File: src/rtl/counter_bcd_multidigit_if.sv
// Control/status bundle for the multi-digit BCD counter.
// The master drives the count controls; the slave (the counter) returns count and flags.
interface counter_bcd_multidigit_if #(
  parameter int NUM_DIGITS = 4
);
  logic                    en;
  logic                    up;
  logic                    clr;
  logic                    load;
  logic [4*NUM_DIGITS-1:0] load_val;
  logic [4*NUM_DIGITS-1:0] bcd;
  logic                    tc;
  logic                    load_err;

  modport master (
    output en, up, clr, load, load_val,
    input  bcd, tc, load_err
  );

  modport slave (
    input  en, up, clr, load, load_val,
    output bcd, tc, load_err
  );
endinterface

File: src/rtl/counter_bcd_multidigit.sv
// Parametrised multi-digit BCD up/down counter with clear, clamped parallel load
// and wrap/saturate terminal handling; tc is combinational so instances can cascade.
module counter_bcd_multidigit #(
  parameter int NUM_DIGITS = 4,
  parameter int WRAP       = 1
) (
  input logic                      clk,
  input logic                      rst_n,
  counter_bcd_multidigit_if.slave  bus
);
  localparam int W = 4*NUM_DIGITS;

  logic [W-1:0]          r_bcd;
  logic                  r_load_err;
  logic [W-1:0]          w_bcd_nxt;
  logic [W-1:0]          w_load_clamped;
  logic                  w_clamp_any;
  logic                  w_all9;
  logic                  w_all0;
  logic                  w_at_term;
  logic                  w_carry;
  logic [3:0]            w_digit;

  // Whole carry/borrow chain resolves combinationally: a digit steps only
  // when every lower digit is at its roll-over value for the current direction.
  always_comb begin
    w_bcd_nxt = r_bcd;
    w_carry   = 1'b1;
    w_digit   = 4'd0;
    for (int i = 0; i < NUM_DIGITS; i++) begin
      w_digit = r_bcd[4*i +: 4];
      if (w_carry) begin
        if (bus.up) w_bcd_nxt[4*i +: 4] = (w_digit == 4'd9) ? 4'd0 : w_digit + 4'd1;
        else        w_bcd_nxt[4*i +: 4] = (w_digit == 4'd0) ? 4'd9 : w_digit - 4'd1;
      end
      w_carry = w_carry & (bus.up ? (w_digit == 4'd9) : (w_digit == 4'd0));
    end
  end

  always_comb begin
    w_load_clamped = '0;
    w_clamp_any    = 1'b0;
    w_all9         = 1'b1;
    w_all0         = 1'b1;
    for (int i = 0; i < NUM_DIGITS; i++) begin
      if (bus.load_val[4*i +: 4] > 4'd9) begin
        w_load_clamped[4*i +: 4] = 4'd9;
        w_clamp_any              = 1'b1;
      end else begin
        w_load_clamped[4*i +: 4] = bus.load_val[4*i +: 4];
      end
      w_all9 = w_all9 & (r_bcd[4*i +: 4] == 4'd9);
      w_all0 = w_all0 & (r_bcd[4*i +: 4] == 4'd0);
    end
  end

  assign w_at_term = bus.up ? w_all9 : w_all0;

  always_ff @(posedge clk or negedge rst_n) begin
    if (!rst_n) begin
      r_bcd      <= '0;
      r_load_err <= 1'b0;
    end else if (bus.clr) begin
      r_bcd      <= '0;
      r_load_err <= 1'b0;
    end else if (bus.load) begin
      r_bcd      <= w_load_clamped;
      r_load_err <= w_clamp_any;
    end else begin
      r_load_err <= 1'b0;
      // Saturating variant parks at the terminal instead of rolling over.
      if (bus.en && !((WRAP == 0) && w_at_term)) r_bcd <= w_bcd_nxt;
    end
  end

  assign bus.bcd      = r_bcd;
  assign bus.load_err = r_load_err;
  assign bus.tc       = bus.en & ~bus.clr & ~bus.load & w_at_term;
endmodule
File: src/flat_wrapper.sv
// flat-port wrapper written by rule: the top's interface ports become plain ports
module counter_bcd_multidigit_flat 
#(
  parameter int NUM_DIGITS = 4,
  parameter int WRAP       = 1
)
  (clk, rst_n, bus_en, bus_up, bus_clr, bus_load, bus_load_val, bus_bcd, bus_tc, bus_load_err);
  counter_bcd_multidigit_if #(.NUM_DIGITS(NUM_DIGITS)) bus_i ();
  input logic clk;
  input logic rst_n;
  input wire logic [$bits(bus_i.en)-1:0] bus_en;
  input wire logic [$bits(bus_i.up)-1:0] bus_up;
  input wire logic [$bits(bus_i.clr)-1:0] bus_clr;
  input wire logic [$bits(bus_i.load)-1:0] bus_load;
  input wire logic [$bits(bus_i.load_val)-1:0] bus_load_val;
  output wire logic [$bits(bus_i.bcd)-1:0] bus_bcd;
  output wire logic [$bits(bus_i.tc)-1:0] bus_tc;
  output wire logic [$bits(bus_i.load_err)-1:0] bus_load_err;
  assign bus_i.en = bus_en;
  assign bus_i.up = bus_up;
  assign bus_i.clr = bus_clr;
  assign bus_i.load = bus_load;
  assign bus_i.load_val = bus_load_val;
  assign bus_bcd = bus_i.bcd;
  assign bus_tc = bus_i.tc;
  assign bus_load_err = bus_i.load_err;
  counter_bcd_multidigit #(.NUM_DIGITS(NUM_DIGITS), .WRAP(WRAP)) u_core (.clk(clk), .rst_n(rst_n), .bus(bus_i));
endmodule
File: config.mk
export PLATFORM = sky130hd
export DESIGN_NAME = counter_bcd_multidigit_flat
export DESIGN_NICKNAME = d
export VERILOG_FILES = /design/src/rtl/counter_bcd_multidigit_if.sv /design/src/rtl/counter_bcd_multidigit.sv /design/src/flat_wrapper.sv
export SDC_FILE = /design/constraint.sdc
export NUM_CORES = 1
export LEC_CHECK = 0
export CORE_MARGIN = 2
export CORE_UTILIZATION = 55
export DETAILED_ROUTE_END_ITERATION = 16
export GPL_ROUTABILITY_DRIVEN = 0
export PLACE_DENSITY = 0.86
export SYNTH_ARGS = -nofsm -noshare
export SYNTH_HDL_FRONTEND = slang
export SYNTH_SLANG_ARGS = --single-unit
export TNS_END_PERCENT = 30
File: constraint.sdc
create_clock -name clk -period 4.7 [get_ports clk]
set_input_delay 0.47 -clock clk [delete_from_list [all_inputs] [get_ports clk]]
set_output_delay 0.47 -clock clk [all_outputs]
set_load 0.005 [all_outputs]
# Word-level counts from Yosys, hierarchy flattened
# Index checks and enable logic that the tools add are counted.
[totals]
ff_bits = 17
out_inout_bits = 18
[classes]
n_mux = 32
n_eq_ne = 4
reduce_logical = 11
order_cmp = 4
addsub = 8
bitwise_logic = 13
[ops]
columns = ["operator", "count"]
rows = [
  ["two-way mux 4 bit", 19],
  ["two-way mux 16 bit", 3],
  ["adder 4 x 1 -> 4 bit (second input constant)", 4],
  ["== test 4 bit (second input constant)", 4],
  ["> comparator 4 bit (second input constant)", 4],
  ["zero test 4 bit", 4],
  ["subtractor 4 x 1 -> 4 bit (second input constant)", 4],
  ["nonzero test 3 bit", 4],
  ["bitwise AND 1 bit", 11],
  ["two-way mux 1 bit", 10],
  ["AND reduction 2 bit", 3],
  ["inverter 1 bit", 2],
]

# Logic depth before layout (Yosys ltp)
[logic_depth]
depth_word = 8
ltp_mapped = 7

# Worst setup path before layout
# OpenSTA, ideal clock, no wires.
[synth_timing]
kind = "reg2reg"
from = "reg u_core.r_bcd[4] (netlist: u_core.bus.bcd[4])"
to = "reg u_core.r_bcd[13] (netlist: u_core.bus.bcd[13])"
path_buffers = 0
setup_ps = 125
stages_incl_launch_ff = 7
slack_ps = 2772
required_ps = 4575
t_arrival_ps = 1803
cell_sequence = "dfrtp_1 -> inv_1 -> ha_1 -> nor4b_4 -> o221ai_2 -> o21ai_1 -> mux2_2"
[synth_between]
elab_chain_len = 6
word_cells_on_any_way = 7
classes_between = "1 x eq/ne; 1 x mux; 2 x bitwise; 3 x reduce/logical"
[synth_lines]
columns = ["item", "line_no", "source"]
rows = [
  ["start, declared", "counter_bcd_multidigit.sv:13", "logic [W-1:0] r_bcd;"],
  ["start signal, assigned", "counter_bcd_multidigit.sv:67", "r_bcd <= w_load_clamped;"],
  ["start signal, assigned", "counter_bcd_multidigit.sv:72", "if (bus.en && !((WRAP == 0) && w_at_term)) r_bcd <= w_bcd_nxt;"],
  ["== test 4 bit or zero test 4 bit (tied branches)", "counter_bcd_multidigit.sv:36", "w_carry = w_carry & (bus.up ? (w_digit == 4'd9) : (w_digit == 4'd0));"],
  ["two-way mux 1 bit *", "counter_bcd_multidigit.sv:36", ""],
  ["bitwise AND 1 bit * (2 in series)", "counter_bcd_multidigit.sv:36", ""],
  ["nonzero test 3 bit (no line) *", "--", ""],
  ["AND reduction 2 bit (no line) *", "--", ""],
]
# Every way passes the cells marked *; elsewhere a longest branch is shown, timed or not.
# A chain may end at the register's enable or synchronous reset.

# Final worst setup path
[layout_timing]
from = "in bus_up"
to = "out bus_tc"
[layout_between]
elab_chain_len = 2
[layout_lines]
columns = ["item", "line_no", "source"]
rows = [
  ["start, declared", "flat_wrapper.sv:12", "input wire logic [$bits(bus_i.up)-1:0] bus_up;"],
  ["two-way mux 1 bit", "counter_bcd_multidigit.sv:57", "assign w_at_term = bus.up ? w_all9 : w_all0;"],
  ["bitwise AND 1 bit", "counter_bcd_multidigit.sv:78", "assign bus.tc = bus.en & ~bus.clr & ~bus.load & w_at_term;"],
  ["end, declared", "flat_wrapper.sv:17", "output wire logic [$bits(bus_i.tc)-1:0] bus_tc;"],
]
# No other way between the ends.

==> run metrics <==
status=completed; GR Overflow Total=0; synth top area cells=dfrtp_1 23%, ha_1 11%, o21ai_0 4.1%, a221oi_1 3.3%, inv_1 3.3%; Pre-antenna DRT Iters=5; CTS root buffer=clkbuf_4; most common cell after layout, fill and taps aside=clkdlybuf4s50_1; leakage=0.000883 uW; Starting Density=56.1%; Post-synth EDFFs=0; Worst-path clk slew=110 ps; Area Overhead vs Synth=22.6%; Num CTS Buffers=3; wire length per cell=16.3 um; Tcrit/Tclk final=65.9%; Ant. Diodes=0; largest net degree at the start of global routing=28; post-route ant nets=0; initial antenna violation count=0; FF+latch count, synth=17; die width=61.9 um; # setup viols final=0; post-place setup slack=roughly 1700 ps; die area=3830 um^2; top cell type's share of synthesized area=23.1%; CTS Hold Bufs=0; Crit. Startpoint=bus_up; max-slew violation count=0; Slew headroom=between 40% and 50%; Seq/Total Area, Yosys=23.1%; critical path arrival=~2600 ps; Core Region=3280 um^2; Via Count=approximately 1900; synthesized net count=265; Slew @ Worst Pin=818 ps; Die H=61.9 um; Crit. End Element=primary output; via count of the first global-routing pass=1770; Multi-input gate area=around 1300 um^2; Rows=21; most frequent cells in the layout=39 x clkdlybuf4s50_1, 17 x dfrtp_1, 16 x inv_1, 16 x nor2_1, 16 x ha_1; Post-Syn Instances=227; number of gates resized after cts=0; via/cell ratio=6.38; layout cells sized above 1=under 10%; io pins=40; Critical Path Fanout Max=15; GR Util All Layers=27.5%; skew final=around 5.4 ps; smallest hold slack=roughly 630 ps; max_cap viols=0; area leader, netlist=dfrtp_1; FILL cells=between 200 and 300; count of final hold-check violations=0; average cell area after synthesis=just over 8 um^2; CTS tree=yes; final worst slack=1600 ps; Post-CTS Setup Bufs=0; Critical R2R Launch=u_core.bus.bcd[4]$_DFFE_PN0P_; Post-synth ARST share=100%; top_reg_cell synth=dfrtp_1; total length of routed wires=4.93 mm; library cells used by synthesis=54; Clock Latency Late Sink=300 ps; worst endpoint required time=4230 ps; startpoint class of the critical path=primary input; Cell Pwr Density=203 nW/um^2; Port Buffer Count=39; Sink Count=17; # DRC=0; RSZ-0062 raised after global routing=no; nets=296; Tmin final=3100 ps; first-pass GRT wire length=7.91 mm; Max Freq=0.323 GHz; Cell Area, Synth=1840 um^2; placed wire-length estimate=about 3.7 mm; HP Class=in2async; maximum vdd drop=between 0.09 and 0.1 mV; H-Tree Depth=1; Setup CP Type=in2out; Synth Warn #=0; Starting DRT DRC Count=~240; setup tns final=0 ps; Longest Clk Path Bufs=2; Register Area=425 um^2
cell usage after synthesis, types with 2 or more instances:
| master | count |
|---|---|
| nand4_1 | 4 |
| a311oi_1 | 4 |
| a31oi_1 | 7 |
| o21ai_0 | 15 |
| o211ai_1 | 2 |
| nor2_1 | 16 |
| a211oi_1 | 3 |
| o21a_1 | 3 |
| dfrtp_1 | 17 |
| and3_1 | 3 |
| mux2i_1 | 2 |
| and4b_1 | 2 |
| inv_1 | 16 |
| nand2b_1 | 8 |
| o22ai_1 | 3 |
| buf_2 | 4 |
| and2_1 | 3 |
| a221oi_1 | 7 |
| or4b_2 | 2 |
| nor2b_1 | 5 |
| ha_1 | 16 |
| xor2_1 | 2 |
| nand3_1 | 5 |
| nand2_1 | 13 |
| a21oi_1 | 8 |
| a2111o_1 | 2 |
| mux2_2 | 2 |
| or3_1 | 2 |
| nand3b_1 | 6 |
| nor3b_1 | 5 |
| o21ba_2 | 2 |
| clkbuf_1 | 9 |
| nor3_1 | 5 |
| o31ai_1 | 4 |
where the power goes:
part	internal, uW	switching (uW)	leakage (uW)	total [uW]
combinational	96.8	91.4	0.000646	188
clock	33.1	49.3	0.0000150	82.4
sequential	158	28.8	0.000222	187
cell type report:
type / count / share of cell area [%]
Tap cell: 46 / 2.55
Timing Repair Buffer: 41 / 18.0
Sequential cell: 17 / 18.8
Inverter: 16 / 2.66
Multi-Input combinational cell: 179 / 56.8
Clock buffer: 4 / 1.16
per-stage QoR:
| step | power, uW | util [%] | std cells | instance area [um^2] |
|---|---|---|---|---|
| 2_1_floorplan | 299 | - | 227 | 1840 |
| 3_3_place_gp | 371 | 68.0 | 299 | 2230 |
| 3_5_place_dp | 374 | 68.0 | 299 | 2230 |
| 4_1_cts | 458 | 68.8 | 303 | 2260 |
| 5_1_grt | 486 | 68.8 | 303 | 2260 |
| 6_report | 458 | 68.8 | 303 | 2260 |
routing by layer:
metal / track usage, % / share of wire (%) / vias up
met3: 3.52 / 7.8 / 13
li1: - / - / 916
met2: 44.2 / 47 / 102
met1: 37.5 / 43 / 903
met4: 10.6 / 1.9 / 0
met5: 0 / 0 / -
state kept, by name, summed over array words and instances (netlist names):
| register | count |
|---|---|
| u_core.bus.bcd | 16 |
| u_core.bus.load_err | 1 |
path summary, 6_finish.rpt:
path	to	slack, ps	cells past startpoint
setup / recovery	bus_tc	1600	5
hold / removal	u_core.bus.bcd[6]$_DFFE_PN0P_	630	1
setup reg to reg	u_core.bus.bcd[13]$_DFFE_PN0P_	2490	6
hold reg to reg	u_core.bus.bcd[4]$_DFFE_PN0P_	710	2
max in group asynchronous	u_core.bus.bcd[14]$_DFFE_PN0P_	3560	1
min in group clk	u_core.bus.bcd[4]$_DFFE_PN0P_	710	2
cell families after synthesis:
logic type	Yosys count	synth area share (%)
adder cells (fa/ha/maj)	16	10.9
buffers and inverters	31	7.20
flip-flops	17	23.1
AO/OA/AOI/OAI	72	28.3
multiplexers	4	2.31
AND/OR/NAND/NOR	84	26.8
XOR/XNOR	3	1.43
critical path, stage by stage:
cell,delay [ps]
clkdlybuf4s50_1,670
nor4b_1,640
nand4_1,160
a21oi_1,160
clkdlybuf4s50_1,520
Note: power is estimated with default switching activity, not from simulation.
==> RTL edit 1, RTL diff (same flow settings) <==
`NUM_DIGITS` is set to 4 in 3 places; all go to 5.
--- a/src/rtl/counter_bcd_multidigit_if.sv
+++ b/src/rtl/counter_bcd_multidigit_if.sv
@@ -3,3 +3,3 @@
 interface counter_bcd_multidigit_if #(
-  parameter int NUM_DIGITS = 4
+  parameter int NUM_DIGITS = 5
 );
--- a/src/rtl/counter_bcd_multidigit.sv
+++ b/src/rtl/counter_bcd_multidigit.sv
@@ -3,3 +3,3 @@
 module counter_bcd_multidigit #(
-  parameter int NUM_DIGITS = 4,
+  parameter int NUM_DIGITS = 5,
   parameter int WRAP       = 1
--- a/src/flat_wrapper.sv
+++ b/src/flat_wrapper.sv
@@ -3,3 +3,3 @@
 #(
-  parameter int NUM_DIGITS = 4,
+  parameter int NUM_DIGITS = 5,
   parameter int WRAP       = 1
Interface: changed (resized bus_bcd and bus_load_val); port bits go from 40 to 48. No check against the original RTL was run, so the function may have changed too.
==> RTL edit 1 against the unedited design <==
  * Wire length increased by 12%
  * Setup slack got worse by 0.17 ns
  * Total power grew 20%
  * Cell area up 21%
  * Critical path type is now reg -> out
  * Critical endpoint unchanged
  * Synthesized area is 21% higher
  * Largest cell class unchanged
  * Register-to-register slack got worse by 0.05 ns
  * Critical path depth is 3 higher
  * Sequential cell count rose by 4
  * Combinational power up 8%
==> RTL edit 1: results (changes against the unedited design) <==
* Worst Skew at 0.00705 ns (+0.00165 ns)
* Largest register FFs at 20 (+4)
* Nets at 355 (+20%)
* Sequential share of the synthesized area at 23.5% (+0.43 points)
* Clock Buffer Count at 3 (-1)
* Largest net degree at the start of global routing at 23 (-18%)
* Synth top cells by count: nand2_1, dfrtp_1, inv_1
* Routed wl met3 at 373 um (-2.6%)
* WL met2 at 2700 um (+17%)
* Synth unique cells at 59 (+9.3%)
* #FFs+latches synth at 21 (+4)
* Crit-path leading delay family: simple AND/OR/NAND/NOR gates
* Met3 GRT Util at 4.17% (+0.65 points)
* Seq. cell area at 526 sq um (+24%)
* Non-clock buffering overhead at 17.5% (-0.48 points)
* Final wirelength at 5540 um (+12%)
* Hold crit path type: reg -> reg
* Status: completed
* Root buf cell: clkbuf_8
* Switching Share at 35.5% (-1.6 points)
* Vias in the first global route at 1931 (+9.1%)
* Pre-CTS setup slack at 1.57 ns (-0.144 ns)
* Dpl hpwl at 4160 um (+12%)
* Ranking of synthesized cells by area: dfrtp_1, ha_1, nand2_1
* CP Data Arrival Time at 2.80 ns (+0.17 ns)
* Nonclk inv count at 21 (+5)
* M2 GR Usage at 43.6% (-0.58 points)
* Iter 0 DRT Violations at 214 (-12%)
* Number of signal-net buffers in the layout at 48 (+17%)
* Worst r2r path cells at 7 (+1)
* Latest clock arrival within the worst-skew pair at 0.28 ns (-0.02 ns)
* Leakage at 1.09 nW (+24%)
RTL edit 1: cell types whose count changed in the layout (fill, tap and decap cells not counted), moves of 4 or more:
cell             before  now
inv_1                16   20
clkdlybuf4s50_1      39   47
nand3b_1              6    2
o21ai_0              15   11
a21oi_1               8   17
a221oi_1              7    3
dfrtp_1              17   21
a211oi_1              3   11
o21bai_1              1    6
nand2_1              13   24
nand3_1               5   13
nand2b_1              8   14
RTL edit 1: cell families (layout without fill, tap and decap cells):
| logic type | count (synthesis) | in the layout |
|---|---|---|
| fa+ha+maj | 15 | 15 |
| buf+inv | 40 | 73 |
| flops | 21 | 21 |
| xor+xnor | 4 | 4 |
| compound gates | 89 | 89 |
| simple gates | 106 | 106 |
| mux | 5 | 5 |
RTL edit 1: worst register-to-register path, cell delays in order (launching register included):
cell	delay, ns
dfrtp_1	0.47
inv_1	0.11
ha_1	0.23
or3b_1	0.36
a21oi_1	0.28
o2111ai_1	0.25
xnor2_1	0.18
a221oi_1	0.28
RTL edit 1: worst paths after layout:
kind	from	end	slack (ns)
max	u_core.bus.bcd[4]	bus_tc	1.43
min	u_core.bus.bcd[17]	u_core.bus.bcd[17]	0.66
max reg2reg	u_core.bus.bcd[12]	u_core.bus.bcd[16]	2.44
min reg2reg	u_core.bus.bcd[17]	u_core.bus.bcd[17]	0.66
max in group asynchronous	rst_n	u_core.bus.bcd[1]	3.40
min in group asynchronous	rst_n	u_core.bus.bcd[17]	0.72
RTL edit 1: per-stage QoR:
step	std cells	hold WS, ns	instance area (sq um)
finish	363	0.664	2740
global route	363	0.718	2740
CTS	363	0.678	2740
detailed placement	359	0.666	2690
global placement	359	0.635	2690
floorplan	280	0.174	2230
==> RTL edit 2, RTL diff (same settings) <==
Made on the original files. Reset style: synchronous (`rst_n`), changed in one clocked block.
--- a/src/rtl/counter_bcd_multidigit.sv
+++ b/src/rtl/counter_bcd_multidigit.sv
@@ -58,3 +58,3 @@
 
-  always_ff @(posedge clk or negedge rst_n) begin
+  always_ff @(posedge clk) begin
     if (!rst_n) begin
Behaviour: differs if rst_n is asserted again (counterexample within 4 cycles, from zero or initial values and one cycle with rst_n low); with rst_n held inactive, the same outputs for 10 cycles.
==> RTL edit 2 against the unedited design <==
  * Synthesized cell count is 6.2% lower
  * Critical path type is now reg -> out
  * Via count fell by 14%
  * Cell area fell by 15%
  * Wire length is 24% lower
  * Total power decreased by 23%
  * Sequential power shrank 11%
  * Synthesized area is 15% lower
  * Non-clock buffer count fell by 1
  * Sequential cell count is the same
  * Setup slack lost 0.25 ns
  * Critical endpoint unchanged
==> RTL edit 2: results (changes against the unedited design) <==
* Status: completed
* Post-Synthesis Cells at 213 (-6.2%)
* Fillers at 234 (-13%)
* Via-to-Cell Ratio at 6.24 (-2.2%)
* Largest net degree at the start of global routing at 40 (+43%)
* Buffers inserted during post-CTS setup optimization at 0 (unchanged)
* First-pass GRT wire length at 6410 um (-19%)
* WHS Path Cells at 2
* Reg-to-Reg Start: u_core.bus.bcd[4]
* Hold crit path type: reg -> reg
* CP Max Fanout at 14 (-1)
* Worst Max-Slew Pin Slew at 0.813 ns (-0.00478 ns)
* Worst r2r path cells at 5 (-1)
* Placed Area at 0.00189 sq mm (-15%)
* Slew Limit Fails at 0 (unchanged)
* Ranking of synthesized cells by area: dfxtp_1, o21ai_0, xnor2_1
* DR WL/cell at 14.2 um (-13%)
* Leakage at 0.662 nW (-25%)
* Root buf cell: clkbuf_4
* Via count at 1654 (-14%)
* Clk slew on worst S/H paths at 0.11 ns (about the same)
* Seq. cell area at 340 sq um (-20%)
* GRT Resource Usage Total at 23.6% (-3.8 points)
* Vias in the first global route at 1402 (-21%)
* Dpl hpwl at 2580 um (-30%)
* Syn Nets at 235 (-11%)
* Worst Skew at 0.00403 ns (-0.00137 ns)
* Nets at 257 (-13%)
* Share of layout cells above drive strength 1 at 5.56% (-0.28 points)
* Reg2Reg Setup Slack at 2.76 ns (+0.27 ns)
* Capture point of the worst reg-to-reg path: u_core.bus.bcd[12]
* Drt pass-1 iters at 4 (-1)
* Min Hold Slack at 0.612 ns (-0.0192 ns)
* Diode count at 0 (unchanged)
* Async SR Flop Fraction at 0% (-100 points)
* Synth unique cells at 55 (+1.9%)
* Latest clock arrival within the worst-skew pair at 0.29 ns
* Antenna violations before repair at 0 (unchanged)
* Iter 0 DRT Violations at 96 (-61%)
* Clock H-tree levels at 1 (unchanged)
* CP Data Arrival Time at 2.88 ns (+0.25 ns)
* Maximum vdd drop at 0.144 mV (+58%)
* Synth top cells by count: o21ai_0, dfxtp_1, nor2_1
* Sequential share of the synthesized area at 21.7% (-1.4 points)
* Hold_sp: u_core.bus.bcd[10]
* Hold Path Sink: u_core.bus.bcd[10]
==> RTL edit 2: where the power goes <==
part / switching [mW] / internal [mW] / leakage, nW
combinational: 0.0482 / 0.0553 / 0.505
clock: 0.0511 / 0.0316 / 0.0177
sequential: 0.0164 / 0.150 / 0.139
total: 0.116 / 0.237 / 0.662
==> RTL edit 2: critical path: stages (launching register included) <==
cell	delay, ns
dfxtp_1	0.62
and4_2	0.33
nand2_1	0.11
or4_1	0.50
a2111oi_1	0.46
clkdlybuf4s50_1	0.58
==> RTL edit 2: layout make-up <==
| cell class | count | area share [%] |
|---|---|---|
| multi-input combinational | 166 | 56.6 |
| clock inverter | 1 | 0.261 |
| clock buffer | 3 | 1.18 |
| sequential | 17 | 17.8 |
| timing repair buffer | 40 | 20.8 |
| inverter | 7 | 1.37 |
| tap | 31 | 2.02 |
==> RTL edit 2: routing by layer <==
metal,vias up,routed length (um),track usage (%)
li1,839,-,-
met4,0,54,6.64
met5,-,0,0
met2,55,1740,37.3
met1,754,1750,33.4
met3,6,215,3.40
==> RTL edit 2: worst max path at each step <==
stage	from	endpoint	slack, ns	cells after the start
after floorplan	u_core.bus.bcd[3]	bus_tc	2.54	5
after global placement	bus_up	bus_tc	1.40	6
final	u_core.bus.bcd[4]	bus_tc	1.35	5
after CTS	u_core.bus.bcd[4]	bus_tc	1.33	5
after detailed placement	bus_up	bus_tc	1.39	6
after global routing	u_core.bus.bcd[4]	bus_tc	1.15	5
==> RTL edit 2: logic make-up after synthesis <==
logic type | count (synthesis) | synth area share [%]
AND/OR/NAND/NOR | 83 | 29.6
AO/OA/AOI/OAI | 66 | 29.6
multiplexers | 6 | 3.91
flip-flops | 17 | 21.7
XOR/XNOR | 11 | 6.15
buffers and inverters | 30 | 9.03
==> RTL edit 2: through the flow <==
step                setup WS, ns  power (mW)
CTS                         1.33       0.354
global route                1.15       0.376
detailed placement          1.39       0.272
finish                      1.35       0.353
global placement            1.40       0.271
floorplan                   2.54       0.232
